<file path="src/rtl/fog_cfg_scheduler_pkg.sv">
// fog_cfg_pkg: shared definitions for the FOG configuration scheduler.
//   - register address map (same for shadow and active banks)
//   - scheduler FSM state type
//   - cfg_regs_t: the eleven 32-bit configuration words as one packed bundle
//   - cfg_reset_val(): reset image of a bank
package fog_cfg_pkg;

  localparam logic [3:0] ADDR_FREQ_CNT     = 4'd0;
  localparam logic [3:0] ADDR_AMP_H        = 4'd1;
  localparam logic [3:0] ADDR_AMP_L        = 4'd2;
  localparam logic [3:0] ADDR_POLARITY     = 4'd3;
  localparam logic [3:0] ADDR_WAIT_CNT     = 4'd4;
  localparam logic [3:0] ADDR_ERR_OFFSET   = 4'd5;
  localparam logic [3:0] ADDR_AVG_SEL      = 4'd6;
  localparam logic [3:0] ADDR_CONST_STEP   = 4'd7;
  localparam logic [3:0] ADDR_FB_ON        = 4'd8;
  localparam logic [3:0] ADDR_GAINSEL_STEP = 4'd9;
  localparam logic [3:0] ADDR_GAINSEL_RAMP = 4'd10;
  localparam int         NUM_CFG_REGS      = 11;

  typedef enum logic [1:0] {
    ST_SETTLE  = 2'd0,
    ST_RUN     = 2'd1,
    ST_PENDING = 2'd2
  } cfg_state_t;

  typedef struct packed {
    logic [31:0] gainsel_ramp;
    logic [31:0] gainsel_step;
    logic [31:0] fb_on;
    logic [31:0] const_step;
    logic [31:0] avg_sel;
    logic [31:0] err_offset;
    logic [31:0] wait_cnt;
    logic [31:0] polarity;
    logic [31:0] amp_l;
    logic [31:0] amp_h;
    logic [31:0] freq_cnt;
  } cfg_regs_t;

  function automatic cfg_regs_t cfg_reset_val(input logic [31:0] freq_cnt,
                                              input logic [31:0] wait_cnt);
    cfg_regs_t r;
    r          = '0;
    r.freq_cnt = freq_cnt;
    r.wait_cnt = wait_cnt;
    return r;
  endfunction

endpackage

</file>
<file path="src/rtl/fog_cfg_scheduler_if.sv">
// fog_cfg_scheduler_if: CPU-side configuration bus of the scheduler.
//   i_wr_en/i_wr_addr/i_wr_data : shadow register write
//   i_commit                    : request atomic apply of the shadow bank
//   o_wr_err                    : 1-cycle pulse, write rejected
//   o_busy                      : commit pending
//   o_commit_done               : 1-cycle pulse, active bank updated
interface fog_cfg_scheduler_if;
  logic        i_wr_en;
  logic [3:0]  i_wr_addr;
  logic [31:0] i_wr_data;
  logic        i_commit;
  logic        o_wr_err;
  logic        o_busy;
  logic        o_commit_done;

  modport master (
    output i_wr_en, i_wr_addr, i_wr_data, i_commit,
    input  o_wr_err, o_busy, o_commit_done
  );

  modport slave (
    input  i_wr_en, i_wr_addr, i_wr_data, i_commit,
    output o_wr_err, o_busy, o_commit_done
  );
endinterface

</file>
<file path="src/rtl/fog_cfg_regbank.sv">
// fog_cfg_regbank: shadow register bank with address decode.
//   i_wr_en/i_wr_addr/i_wr_data : CPU write
//   i_lock      : commit pending; writes are rejected to keep the snapshot intact
//   o_shadow    : full shadow bank
//   o_wr_err    : 1-cycle pulse for a locked or out-of-range write
module fog_cfg_regbank
  import fog_cfg_pkg::*;
#(
  parameter logic [31:0] DEF_FREQ_CNT = 32'd100,
  parameter logic [31:0] DEF_WAIT_CNT = 32'd10
) (
  input  logic        i_clk,
  input  logic        i_rst_n,
  input  logic        i_wr_en,
  input  logic [3:0]  i_wr_addr,
  input  logic [31:0] i_wr_data,
  input  logic        i_lock,
  output cfg_regs_t   o_shadow,
  output logic        o_wr_err
);

  cfg_regs_t shadow_q, shadow_d;
  logic      wr_err_q, wr_err_d;

  // NOTE: every signal written here gets a default first, so no path leaves
  // it unassigned and no latch is inferred.
  always_comb begin
    shadow_d = shadow_q;
    wr_err_d = 1'b0;
    if (i_wr_en) begin
      if (i_lock) begin
        wr_err_d = 1'b1;
      end else begin
        unique case (i_wr_addr)
          ADDR_FREQ_CNT:     shadow_d.freq_cnt     = i_wr_data;
          ADDR_AMP_H:        shadow_d.amp_h        = i_wr_data;
          ADDR_AMP_L:        shadow_d.amp_l        = i_wr_data;
          ADDR_POLARITY:     shadow_d.polarity     = i_wr_data;
          ADDR_WAIT_CNT:     shadow_d.wait_cnt     = i_wr_data;
          ADDR_ERR_OFFSET:   shadow_d.err_offset   = i_wr_data;
          ADDR_AVG_SEL:      shadow_d.avg_sel      = i_wr_data;
          ADDR_CONST_STEP:   shadow_d.const_step   = i_wr_data;
          ADDR_FB_ON:        shadow_d.fb_on        = i_wr_data;
          ADDR_GAINSEL_STEP: shadow_d.gainsel_step = i_wr_data;
          ADDR_GAINSEL_RAMP: shadow_d.gainsel_ramp = i_wr_data;
          default:           wr_err_d              = 1'b1;
        endcase
      end
    end
  end

  // NOTE: the bank is a handful of flops, not a RAM, so it is reset to known
  // defaults; sequential state is updated with non-blocking assignments only.
  always_ff @(posedge i_clk or negedge i_rst_n) begin
    if (!i_rst_n) begin
      shadow_q <= cfg_reset_val(DEF_FREQ_CNT, DEF_WAIT_CNT);
      wr_err_q <= 1'b0;
    end else begin
      shadow_q <= shadow_d;
      wr_err_q <= wr_err_d;
    end
  end

  assign o_shadow = shadow_q;
  assign o_wr_err = wr_err_q;

endmodule

</file>
<file path="src/rtl/fog_cfg_scheduler.sv">
// fog_cfg_scheduler: configuration controller for the FOG closed-loop datapath.
//   CPU writes go to a shadow bank; a commit copies the whole bank to the active
//   bank on the next modulation trigger (or after TIMEOUT_CYC cycles), so one
//   modulation half-cycle never sees mixed settings. After reset, feedback is
//   held off for SETTLE_TRIGS triggers.
//   i_clk, i_rst_n : clock, asynchronous active-low reset
//   cpu            : write/commit bus (fog_cfg_scheduler_if.slave)
//   i_mod_trig     : modulation switching trigger, 1-cycle pulse
//   o_*            : active configuration, o_timeout (sticky), o_settled
module fog_cfg_scheduler
  import fog_cfg_pkg::*;
#(
  parameter int unsigned SETTLE_TRIGS = 16,
  parameter int unsigned TIMEOUT_CYC  = 4096,
  parameter logic [31:0] DEF_FREQ_CNT = 32'd100,
  parameter logic [31:0] DEF_WAIT_CNT = 32'd10
) (
  input  logic                i_clk,
  input  logic                i_rst_n,
  fog_cfg_scheduler_if.slave  cpu,
  input  logic                i_mod_trig,
  output logic [31:0]         o_freq_cnt,
  output logic [31:0]         o_amp_H,
  output logic [31:0]         o_amp_L,
  output logic [31:0]         o_wait_cnt,
  output logic [31:0]         o_err_offset,
  output logic [31:0]         o_avg_sel,
  output logic [31:0]         o_const_step,
  output logic [31:0]         o_gainSel_step,
  output logic [31:0]         o_gainSel_ramp,
  output logic                o_polarity,
  output logic [31:0]         o_fb_ON,
  output logic                o_timeout,
  output logic                o_settled
);

  localparam int SCW = (SETTLE_TRIGS > 0) ? $clog2(SETTLE_TRIGS + 1) : 1;
  localparam int TCW = (TIMEOUT_CYC > 1) ? $clog2(TIMEOUT_CYC) : 1;
  localparam logic [SCW-1:0] SETTLE_MAX = SCW'(SETTLE_TRIGS);
  localparam logic [TCW-1:0] TMO_MAX    = TCW'(TIMEOUT_CYC - 1);
  localparam cfg_state_t     RST_STATE  = (SETTLE_TRIGS == 0) ? ST_RUN : ST_SETTLE;

  cfg_state_t     state_q, state_d;
  cfg_regs_t      active_q, active_d;
  cfg_regs_t      shadow;
  logic           busy_q, busy_d;
  logic           done_q, done_d;
  logic           timeout_q, timeout_d;
  logic           settled_q, settled_d;
  logic [SCW-1:0] settle_cnt_q, settle_cnt_d;
  logic [TCW-1:0] tmo_cnt_q, tmo_cnt_d;
  logic           apply, commit_ok;

  fog_cfg_regbank #(
    .DEF_FREQ_CNT(DEF_FREQ_CNT),
    .DEF_WAIT_CNT(DEF_WAIT_CNT)
  ) u_regbank (
    .i_clk    (i_clk),
    .i_rst_n  (i_rst_n),
    .i_wr_en  (cpu.i_wr_en),
    .i_wr_addr(cpu.i_wr_addr),
    .i_wr_data(cpu.i_wr_data),
    .i_lock   (busy_q),
    .o_shadow (shadow),
    .o_wr_err (cpu.o_wr_err)
  );

  // busy_q is the pending flag in every state: a commit taken during SETTLE
  // follows the same apply rules without leaving SETTLE.
  assign apply     = busy_q && (i_mod_trig || (tmo_cnt_q == TMO_MAX));
  assign commit_ok = cpu.i_commit && !busy_q;

  always_comb begin
    state_d      = state_q;
    active_d     = active_q;
    busy_d       = busy_q;
    done_d       = 1'b0;
    timeout_d    = timeout_q;
    settled_d    = settled_q;
    settle_cnt_d = settle_cnt_q;
    tmo_cnt_d    = tmo_cnt_q;

    if (apply) begin
      active_d  = shadow;
      done_d    = 1'b1;
      busy_d    = 1'b0;
      tmo_cnt_d = '0;
      timeout_d = !i_mod_trig;  // a trigger-based apply clears the sticky flag
    end else if (busy_q) begin
      tmo_cnt_d = tmo_cnt_q + TCW'(1);
    end

    // A commit seen in the same cycle as a trigger only arms; the apply waits
    // for the next trigger.
    if (commit_ok) begin
      busy_d    = 1'b1;
      tmo_cnt_d = '0;
    end

    unique case (state_q)
      ST_SETTLE: begin
        if (i_mod_trig && (settle_cnt_q != SETTLE_MAX)) begin
          settle_cnt_d = settle_cnt_q + SCW'(1);
          if (settle_cnt_d == SETTLE_MAX) begin
            settled_d = 1'b1;
            state_d   = busy_d ? ST_PENDING : ST_RUN;
          end
        end
      end
      ST_RUN:     if (commit_ok) state_d = ST_PENDING;
      ST_PENDING: if (apply)     state_d = ST_RUN;
      default:    state_d = RST_STATE;
    endcase
  end

  always_ff @(posedge i_clk or negedge i_rst_n) begin
    if (!i_rst_n) begin
      state_q      <= RST_STATE;
      active_q     <= cfg_reset_val(DEF_FREQ_CNT, DEF_WAIT_CNT);
      busy_q       <= 1'b0;
      done_q       <= 1'b0;
      timeout_q    <= 1'b0;
      settled_q    <= 1'(SETTLE_TRIGS == 0);
      settle_cnt_q <= '0;
      tmo_cnt_q    <= '0;
    end else begin
      state_q      <= state_d;
      active_q     <= active_d;
      busy_q       <= busy_d;
      done_q       <= done_d;
      timeout_q    <= timeout_d;
      settled_q    <= settled_d;
      settle_cnt_q <= settle_cnt_d;
      tmo_cnt_q    <= tmo_cnt_d;
    end
  end

  assign cpu.o_busy        = busy_q;
  assign cpu.o_commit_done = done_q;

  assign o_freq_cnt     = active_q.freq_cnt;
  assign o_amp_H        = active_q.amp_h;
  assign o_amp_L        = active_q.amp_l;
  assign o_wait_cnt     = active_q.wait_cnt;
  assign o_err_offset   = active_q.err_offset;
  assign o_avg_sel      = active_q.avg_sel;
  assign o_const_step   = active_q.const_step;
  assign o_gainSel_step = active_q.gainsel_step;
  assign o_gainSel_ramp = active_q.gainsel_ramp;
  assign o_polarity     = active_q.polarity[0];
  assign o_fb_ON        = (state_q == ST_SETTLE) ? 32'd0 : active_q.fb_on;
  assign o_timeout      = timeout_q;
  assign o_settled      = settled_q;

endmodule

</file>
<file path="src/flat_wrapper.sv">
// flat-port wrapper written by rule: the top's interface ports become plain ports
module fog_cfg_scheduler_flat import fog_cfg_pkg::*;
#(
  parameter int unsigned SETTLE_TRIGS = 16,
  parameter int unsigned TIMEOUT_CYC  = 4096,
  parameter logic [31:0] DEF_FREQ_CNT = 32'd100,
  parameter logic [31:0] DEF_WAIT_CNT = 32'd10
)
  (i_clk, i_rst_n, i_mod_trig, o_freq_cnt, o_amp_H, o_amp_L, o_wait_cnt, o_err_offset, o_avg_sel, o_const_step, o_gainSel_step, o_gainSel_ramp, o_polarity, o_fb_ON, o_timeout, o_settled, cpu_i_wr_en, cpu_i_wr_addr, cpu_i_wr_data, cpu_i_commit, cpu_o_wr_err, cpu_o_busy, cpu_o_commit_done);
  fog_cfg_scheduler_if cpu_i ();
  input  logic i_clk;
  input  logic i_rst_n;
  input  logic i_mod_trig;
  output logic [31:0] o_freq_cnt;
  output logic [31:0] o_amp_H;
  output logic [31:0] o_amp_L;
  output logic [31:0] o_wait_cnt;
  output logic [31:0] o_err_offset;
  output logic [31:0] o_avg_sel;
  output logic [31:0] o_const_step;
  output logic [31:0] o_gainSel_step;
  output logic [31:0] o_gainSel_ramp;
  output logic o_polarity;
  output logic [31:0] o_fb_ON;
  output logic o_timeout;
  output logic o_settled;
  input wire logic [$bits(cpu_i.i_wr_en)-1:0] cpu_i_wr_en;
  input wire logic [$bits(cpu_i.i_wr_addr)-1:0] cpu_i_wr_addr;
  input wire logic [$bits(cpu_i.i_wr_data)-1:0] cpu_i_wr_data;
  input wire logic [$bits(cpu_i.i_commit)-1:0] cpu_i_commit;
  output wire logic [$bits(cpu_i.o_wr_err)-1:0] cpu_o_wr_err;
  output wire logic [$bits(cpu_i.o_busy)-1:0] cpu_o_busy;
  output wire logic [$bits(cpu_i.o_commit_done)-1:0] cpu_o_commit_done;
  assign cpu_i.i_wr_en = cpu_i_wr_en;
  assign cpu_i.i_wr_addr = cpu_i_wr_addr;
  assign cpu_i.i_wr_data = cpu_i_wr_data;
  assign cpu_i.i_commit = cpu_i_commit;
  assign cpu_o_wr_err = cpu_i.o_wr_err;
  assign cpu_o_busy = cpu_i.o_busy;
  assign cpu_o_commit_done = cpu_i.o_commit_done;
  fog_cfg_scheduler #(.SETTLE_TRIGS(SETTLE_TRIGS), .TIMEOUT_CYC(TIMEOUT_CYC), .DEF_FREQ_CNT(DEF_FREQ_CNT), .DEF_WAIT_CNT(DEF_WAIT_CNT)) u_core (.i_clk(i_clk), .i_rst_n(i_rst_n), .cpu(cpu_i), .i_mod_trig(i_mod_trig), .o_freq_cnt(o_freq_cnt), .o_amp_H(o_amp_H), .o_amp_L(o_amp_L), .o_wait_cnt(o_wait_cnt), .o_err_offset(o_err_offset), .o_avg_sel(o_avg_sel), .o_const_step(o_const_step), .o_gainSel_step(o_gainSel_step), .o_gainSel_ramp(o_gainSel_ramp), .o_polarity(o_polarity), .o_fb_ON(o_fb_ON), .o_timeout(o_timeout), .o_settled(o_settled));
endmodule
</file>
<file path="config.mk">
export PLATFORM = sky130hd
export DESIGN_NAME = fog_cfg_scheduler_flat
export DESIGN_NICKNAME = d
export VERILOG_FILES = /design/src/rtl/fog_cfg_scheduler_pkg.sv /design/src/rtl/fog_cfg_scheduler_if.sv /design/src/rtl/fog_cfg_regbank.sv /design/src/rtl/fog_cfg_scheduler.sv /design/src/flat_wrapper.sv
export SDC_FILE = /design/constraint.sdc
export NUM_CORES = 1
export LEC_CHECK = 0
export BUFFER_PORTS_ARGS = -buffer_cell sky130_fd_sc_hd__buf_4
export CAP_MARGIN = 5
export CORE_UTILIZATION = 50
export DETAILED_ROUTE_END_ITERATION = 8
export GPL_ROUTABILITY_DRIVEN = 0
export PLACE_DENSITY = 0.71
export SLEW_MARGIN = 10
export SYNTH_ARGS = -nofsm -noshare
export SYNTH_HDL_FRONTEND = slang
export SYNTH_SLANG_ARGS = --single-unit
</file>
<file path="constraint.sdc">
create_clock -name i_clk -period 2.7 [get_ports i_clk]
set_input_delay 0.135 -clock i_clk [delete_from_list [all_inputs] [get_ports i_clk]]
set_output_delay 0.135 -clock i_clk [all_outputs]
set_load 0.03 [all_outputs]
</file>
* Yosys cells after proc, flatten, opt, wreduce, memory -nomap -nowiden
Index checks and enable logic that the tools add are counted.
Word-level totals: flip-flop bits (word level) 666, input port bits 41, output and inout port bits 326, word-level logic and storage cells 92
Operators by class: add/subtract/negate cells 2, equal/unequal tests 19, muxes and demuxes 16, bitwise gates (word level) 1, reductions and logical operators 24
Operators by type and width (number):
- 12-bit 2-to-1 mux | 3
- 3-bit AND reduction | 12
- 32-bit 2-to-1 mux | 1
- 4-bit by 3-bit == test with 1-bit output, second input constant | 4
- 12-bit by 1-bit adder with 12-bit output, second input constant | 1
- 12-bit == test, second input constant | 1
- 4-bit == test, second input constant | 3
- 11-bit OR reduction | 1
- 2-bit 2-to-1 mux | 5
- 4-bit by 2-bit == test with 1-bit output, second input constant | 2
- 2-bit by 1-bit inequality test with 1-bit output, second input constant | 4
- 1-bit 2-to-1 mux | 6
- 2-bit one-hot mux with 3 select lines | 1
- 5-bit by 1-bit adder with 5-bit output, second input constant | 1
- 5-bit == test, second input constant | 1
- 5-bit inequality test, second input constant | 1
- 4-bit by 1-bit == test with 1-bit output, second input constant | 1
- 4-bit logical NOT | 1
- 4-bit AND reduction | 1
- 1-bit logical AND | 3
- 3-bit nonzero test | 1
- 2-bit by 1-bit == test with 1-bit output, second input constant | 1
- 2-bit == test, second input constant | 1
- 1-bit logical NOT | 2
- 4 further kinds | 4

* Longest topological paths before layout
depth in word-level cells 9, gate-level depth with buffers 8, gate-level depth less buffers 6

* Cells and area by module
A second synthesis with hierarchy kept.
Unflattened totals: cells, all modules 1918, area total of the unflattened synthesis 29281.8 µm²
Modules (own cells, without submodules):
- fog_cfg_scheduler | instances 1, cells each 1126, area an instance 15656.3 µm², sequential area each 8614.5 µm²
- fog_cfg_regbank | instances 1, cells each 792, area an instance 13625.6 µm², sequential area each 8839.7 µm²

* Worst setup path after synthesis
No wires, ideal clock.
path type register to register, from reg u_core.busy_q, in the netlist u_core.cpu.o_busy, to reg u_core.u_regbank.shadow_q (netlist bit u_core.u_regbank.o_shadow[225]), library setup time 125 ps, arrival time 1823 ps, required time 2575 ps, slack 752 ps, cell stages (with the launch flop) 8, path buffers 3, period minus slack after synthesis 1948 ps, path through dfrtp_1 > buf_6 > nand2b_4 > nor3b_2 > and3_1 > clkbuf_2 > buf_6 > mux2_2
On the way: word-level cells in the longest chain between the ends 2
RTL lines:
- start: declaration | line fog_cfg_scheduler.sv:46 | logic busy_q, busy_d;
- start signal: assignment | line fog_cfg_scheduler.sv:129 | busy_q <= busy_d;
- 1-bit inverter (no line)
- 3-bit AND reduction (no line)
- end signal: assignment | line fog_cfg_regbank.sv:56 | shadow_q <= cfg_reset_val(DEF_FREQ_CNT, DEF_WAIT_CNT);
- end signal: assignment | line fog_cfg_regbank.sv:59 | shadow_q <= shadow_d;
- end: declaration | line fog_cfg_regbank.sv:22 | cfg_regs_t shadow_q, shadow_d;
Every way passes these cells. A chain may end at the register's enable or synchronous reset.

* Final worst setup path
from reg u_core.tmo_cnt_q[0], to reg u_core.active_q (netlist bit u_core.o_gainSel_ramp[19])
On the way: word-level cells in the longest chain between the ends 3
RTL lines:
- start: declaration | line fog_cfg_scheduler.sv:51 | logic [TCW-1:0] tmo_cnt_q, tmo_cnt_d;
- start signal: assignment | line fog_cfg_scheduler.sv:134 | tmo_cnt_q <= tmo_cnt_d;
- 12-bit == test | line fog_cfg_scheduler.sv:70 | assign apply = busy_q && (i_mod_trig || (tmo_cnt_q == TMO_MAX));
- 1-bit logical OR | line fog_cfg_scheduler.sv:70
- 1-bit logical AND | line fog_cfg_scheduler.sv:70
- end signal: assignment | line fog_cfg_scheduler.sv:119 | active_q <= cfg_reset_val(DEF_FREQ_CNT, DEF_WAIT_CNT);
- end signal: assignment | line fog_cfg_scheduler.sv:128 | active_q <= active_d;
- end: declaration | line fog_cfg_scheduler.sv:44 | cfg_regs_t active_q, active_d;
Every way passes these cells.

==> run metrics <==
DRC viols 0; crit-path max cell delay 480 ps; crit path capture type register; Reg clk slew, reported paths 60 ps; Worst path depth 6; latest clock arrival within the worst-skew pair 600 ps; fin crit share 0.895; FMAX 0.414 GHz; clk root buf clkbuf_16; CTS tree built; Clock Skews 21.0 ps; max-slew violations 0; Post-layout nets 2021; fin util 0.583; vias in the first global route 15300; Placement Cell Area 29500 um^2; multi-input gate area in the final layout 8520 um^2; clock sink count 666; largest net degree at the start of global routing 116; WL per Instance 22.0 um; # port buffers 366; Worst Reg-to-Reg Cells 6; Routed WL 61200 um; share of layout cells above drive strength 1 0.585; clock buffer count from CTS 70; launch point of the worst path u_core.tmo_cnt_q[0]$_DFFE_PN0P_; CP top delay family buffers and inverters; VDD IR max 0.617 mV; top cell type's share of synthesized area 0.581; CP max FO 44; total congestion overflow 0; Cell Pwr Density 1090 nW/um^2; number of max-cap violations 0; DP HPWL 39300 um; Seq. cell area 16700 um^2; Post-synth EDFFs 0; n_diodes 0; Via density 5.19; Yosys cell types 48; antenna violations before repair 0; chip width 240 um; Layout area overhead 14.4%; Rel. slew slack 0.508; Critical Path, Cell by Cell ha_1, and4_4, a41oi_4, inv_12, buf_12, mux2_4; crit path DAT 2910 ps; startpoint types register; Initial Util 0.510; synth warn 0; Total GRT Usage 0.217; worst-margin pin slew 738 ps; die area 57400 um^2; post-route design area 32300 um^2; vias 14400; min Tclk post-route 2420 ps; worst reg2reg endpoint u_core.o_gainSel_ramp[19]$_DFFE_PN0P_; # H-tree levels 3; Resize count post-CTS 0; first-pass GRT wire length 93200 um; most common flop cell mapped by yosys dfrtp_1; type of the worst setup path register to register; post-synthesis cell count 1848; RSZ-0062 raised after global routing no; post-synth top area cell dfrtp_1; placed cell count 2611; crit path to u_core.o_gainSel_ramp[19]$_DFFE_PN0P_; R2R Setup Slk 280 ps; die height 240 um; fillcell total 4258; sequential-to-total area share from yosys stat 0.591; #FFs+latches synth 666; Row Count 86; final antenna-violating net count 0; Buf+Inv Stages, Crit Path 2; I/O pin count 367; Initial DRT Pass Iterations 6; Syn Nets 1893; most frequent cell after synthesis dfrtp_1; static leakage 15.9 nW; outcome finished, final reports clean; final hold violations 0; post-route insts no fill 2777; Area contributors post-synth dfrtp_1 58%, mux2_2 22%, buf_4 7.7%; worst r2r src u_core.tmo_cnt_q[0]$_DFFE_PN0P_; hold crit path type primary input to async pin; synth cell count leaders 656 x dfrtp_1, 542 x mux2_2, 290 x buf_4, 88 x mux2_4, 36 x nor2b_1; final setup fails 0; ys async rst share 1.00; average size of a mapped cell 15.3 um^2; starting DRC count in detailed routing 594; clock buffer depth 3; Core Area 55400 um^2; setup TNS 0 ps; slowest CP cell a41oi_4; mapped cell area 28200 um^2; Worst Path Required 3190 ps
[cell families (layout without fill, tap and decap cells)]
| kind of cell | count (synthesis) | count (layout) | synth area share |
|---|---|---|---|
| xor gates and xnor gates | 9 | 9 | 0.00279 |
| DFF | 666 | 666 | 0.591 |
| and+or+nand+nor | 93 | 93 | 0.0197 |
| muxes | 643 | 643 | 0.268 |
| AOI/OAI and AO/OA | 31 | 31 | 0.00820 |
| buffers and inverters | 402 | 583 | 0.109 |
| adders and majority gates | 4 | 4 | 0.00177 |
[report_power, final]
| part | internal (mW) | switching (mW) | total, mW |
|---|---|---|---|
| Sequential | 12.9 | 1.79 | 14.7 |
| Clock | 5.99 | 3.92 | 9.91 |
| Combinational | 4.84 | 5.85 | 10.7 |
| Total | 23.7 | 11.6 | 35.3 |
[cells in the final DEF (no fill, tap or decap), types with 3 or more instances in the layout]
master and n:
o21ai_0 4, inv_1 5, nor2_1 5, mux2_4 88, nor2b_1 36, clkbuf_8 13, a41oi_1 4, xnor2_1 7
nand4_1 4, dlygate4sd3_1 41, nand2_1 10, inv_6 4, nand2_2 9, dfrtp_1 656, clkinvlp_4 3, clkbuf_16 73
bufinv_16 7, nand3_1 5, ha_1 4, clkbuf_1 12, buf_4 391, mux2_1 13, a22o_1 3, a21oi_1 5
buf_12 19, nand2b_1 6, a31oi_1 8, clkinv_2 12, dfstp_2 10, mux2_2 542
[worst min-delay path by stage]
stage	to	slack, ps	depth (start not counted)
5_1_grt	u_core.o_const_step[27]$_DFFE_PN0P_	180	2
3_3_place_gp	u_core.u_regbank.o_shadow[254]$_DFFE_PN0P_	180	1
3_5_place_dp	u_core.o_const_step[27]$_DFFE_PN0P_	190	1
6_report	u_core.o_const_step[27]$_DFFE_PN0P_	120	2
4_1_cts	u_core.settle_cnt_q[4]$_DFFE_PN0P_	140	2
2_1_floorplan	u_core.active_q[256]$_DFFE_PN0P_	-160	0
[sequential cells by signal (all words and copies together), names as in the netlist, 2 cells and up]
register	cells
u_core.o_err_offset	32
u_core.o_const_step	32
u_core.o_amp_L	32
u_core.u_regbank.o_shadow	321
u_core.settle_cnt_q	5
u_core.o_freq_cnt	32
u_core.o_gainSel_step	32
u_core.active_q	32
u_core.tmo_cnt_q	12
u_core.o_gainSel_ramp	32
u_core.o_wait_cnt	32
u_core.o_amp_H	32
u_core.o_avg_sel	32
u_core.state_q	2
[per-layer routing]
layer	GRT usage	share of wire	up-vias
li1	-	-	6331
met4	0.0750	0.023	0
met2	0.358	0.50	319
met3	0.0521	0.055	77
met5	0	0	-
met1	0.278	0.42	7691
[timing repair]
action,4_1_cts,5_1_grt
endpoints found under the hold margin,391,0
hold buffers,41,0
buffers inserted,0,0
[stage by stage]
stage	power [mW]	hold WS [ps]	worst slack, ps
after floorplan	23.4	-161	752
after global placement	25.2	180	386
after detailed placement	25.5	187	321
after CTS	35.7	139	293
after global routing	36.9	175	203
final	35.3	119	284
[layout make-up]
cell class,count,share of cell area
Tap cell,748,0.0290
Clock inverter,27,0.0105
Clock buffer,98,0.0635
Multi-Input combinational cell,780,0.264
Sequential cell,666,0.516
Timing Repair Buffer,452,0.116
Inverter,6,0.00108
[worst reg2reg max path: stages, from the launching register on]
cell,delay (ps)
dfrtp_1,420
ha_1,250
and4_4,220
a41oi_4,480
inv_12,240
buf_12,380
mux2_4,310
Power figures use the tool's default switching activity.
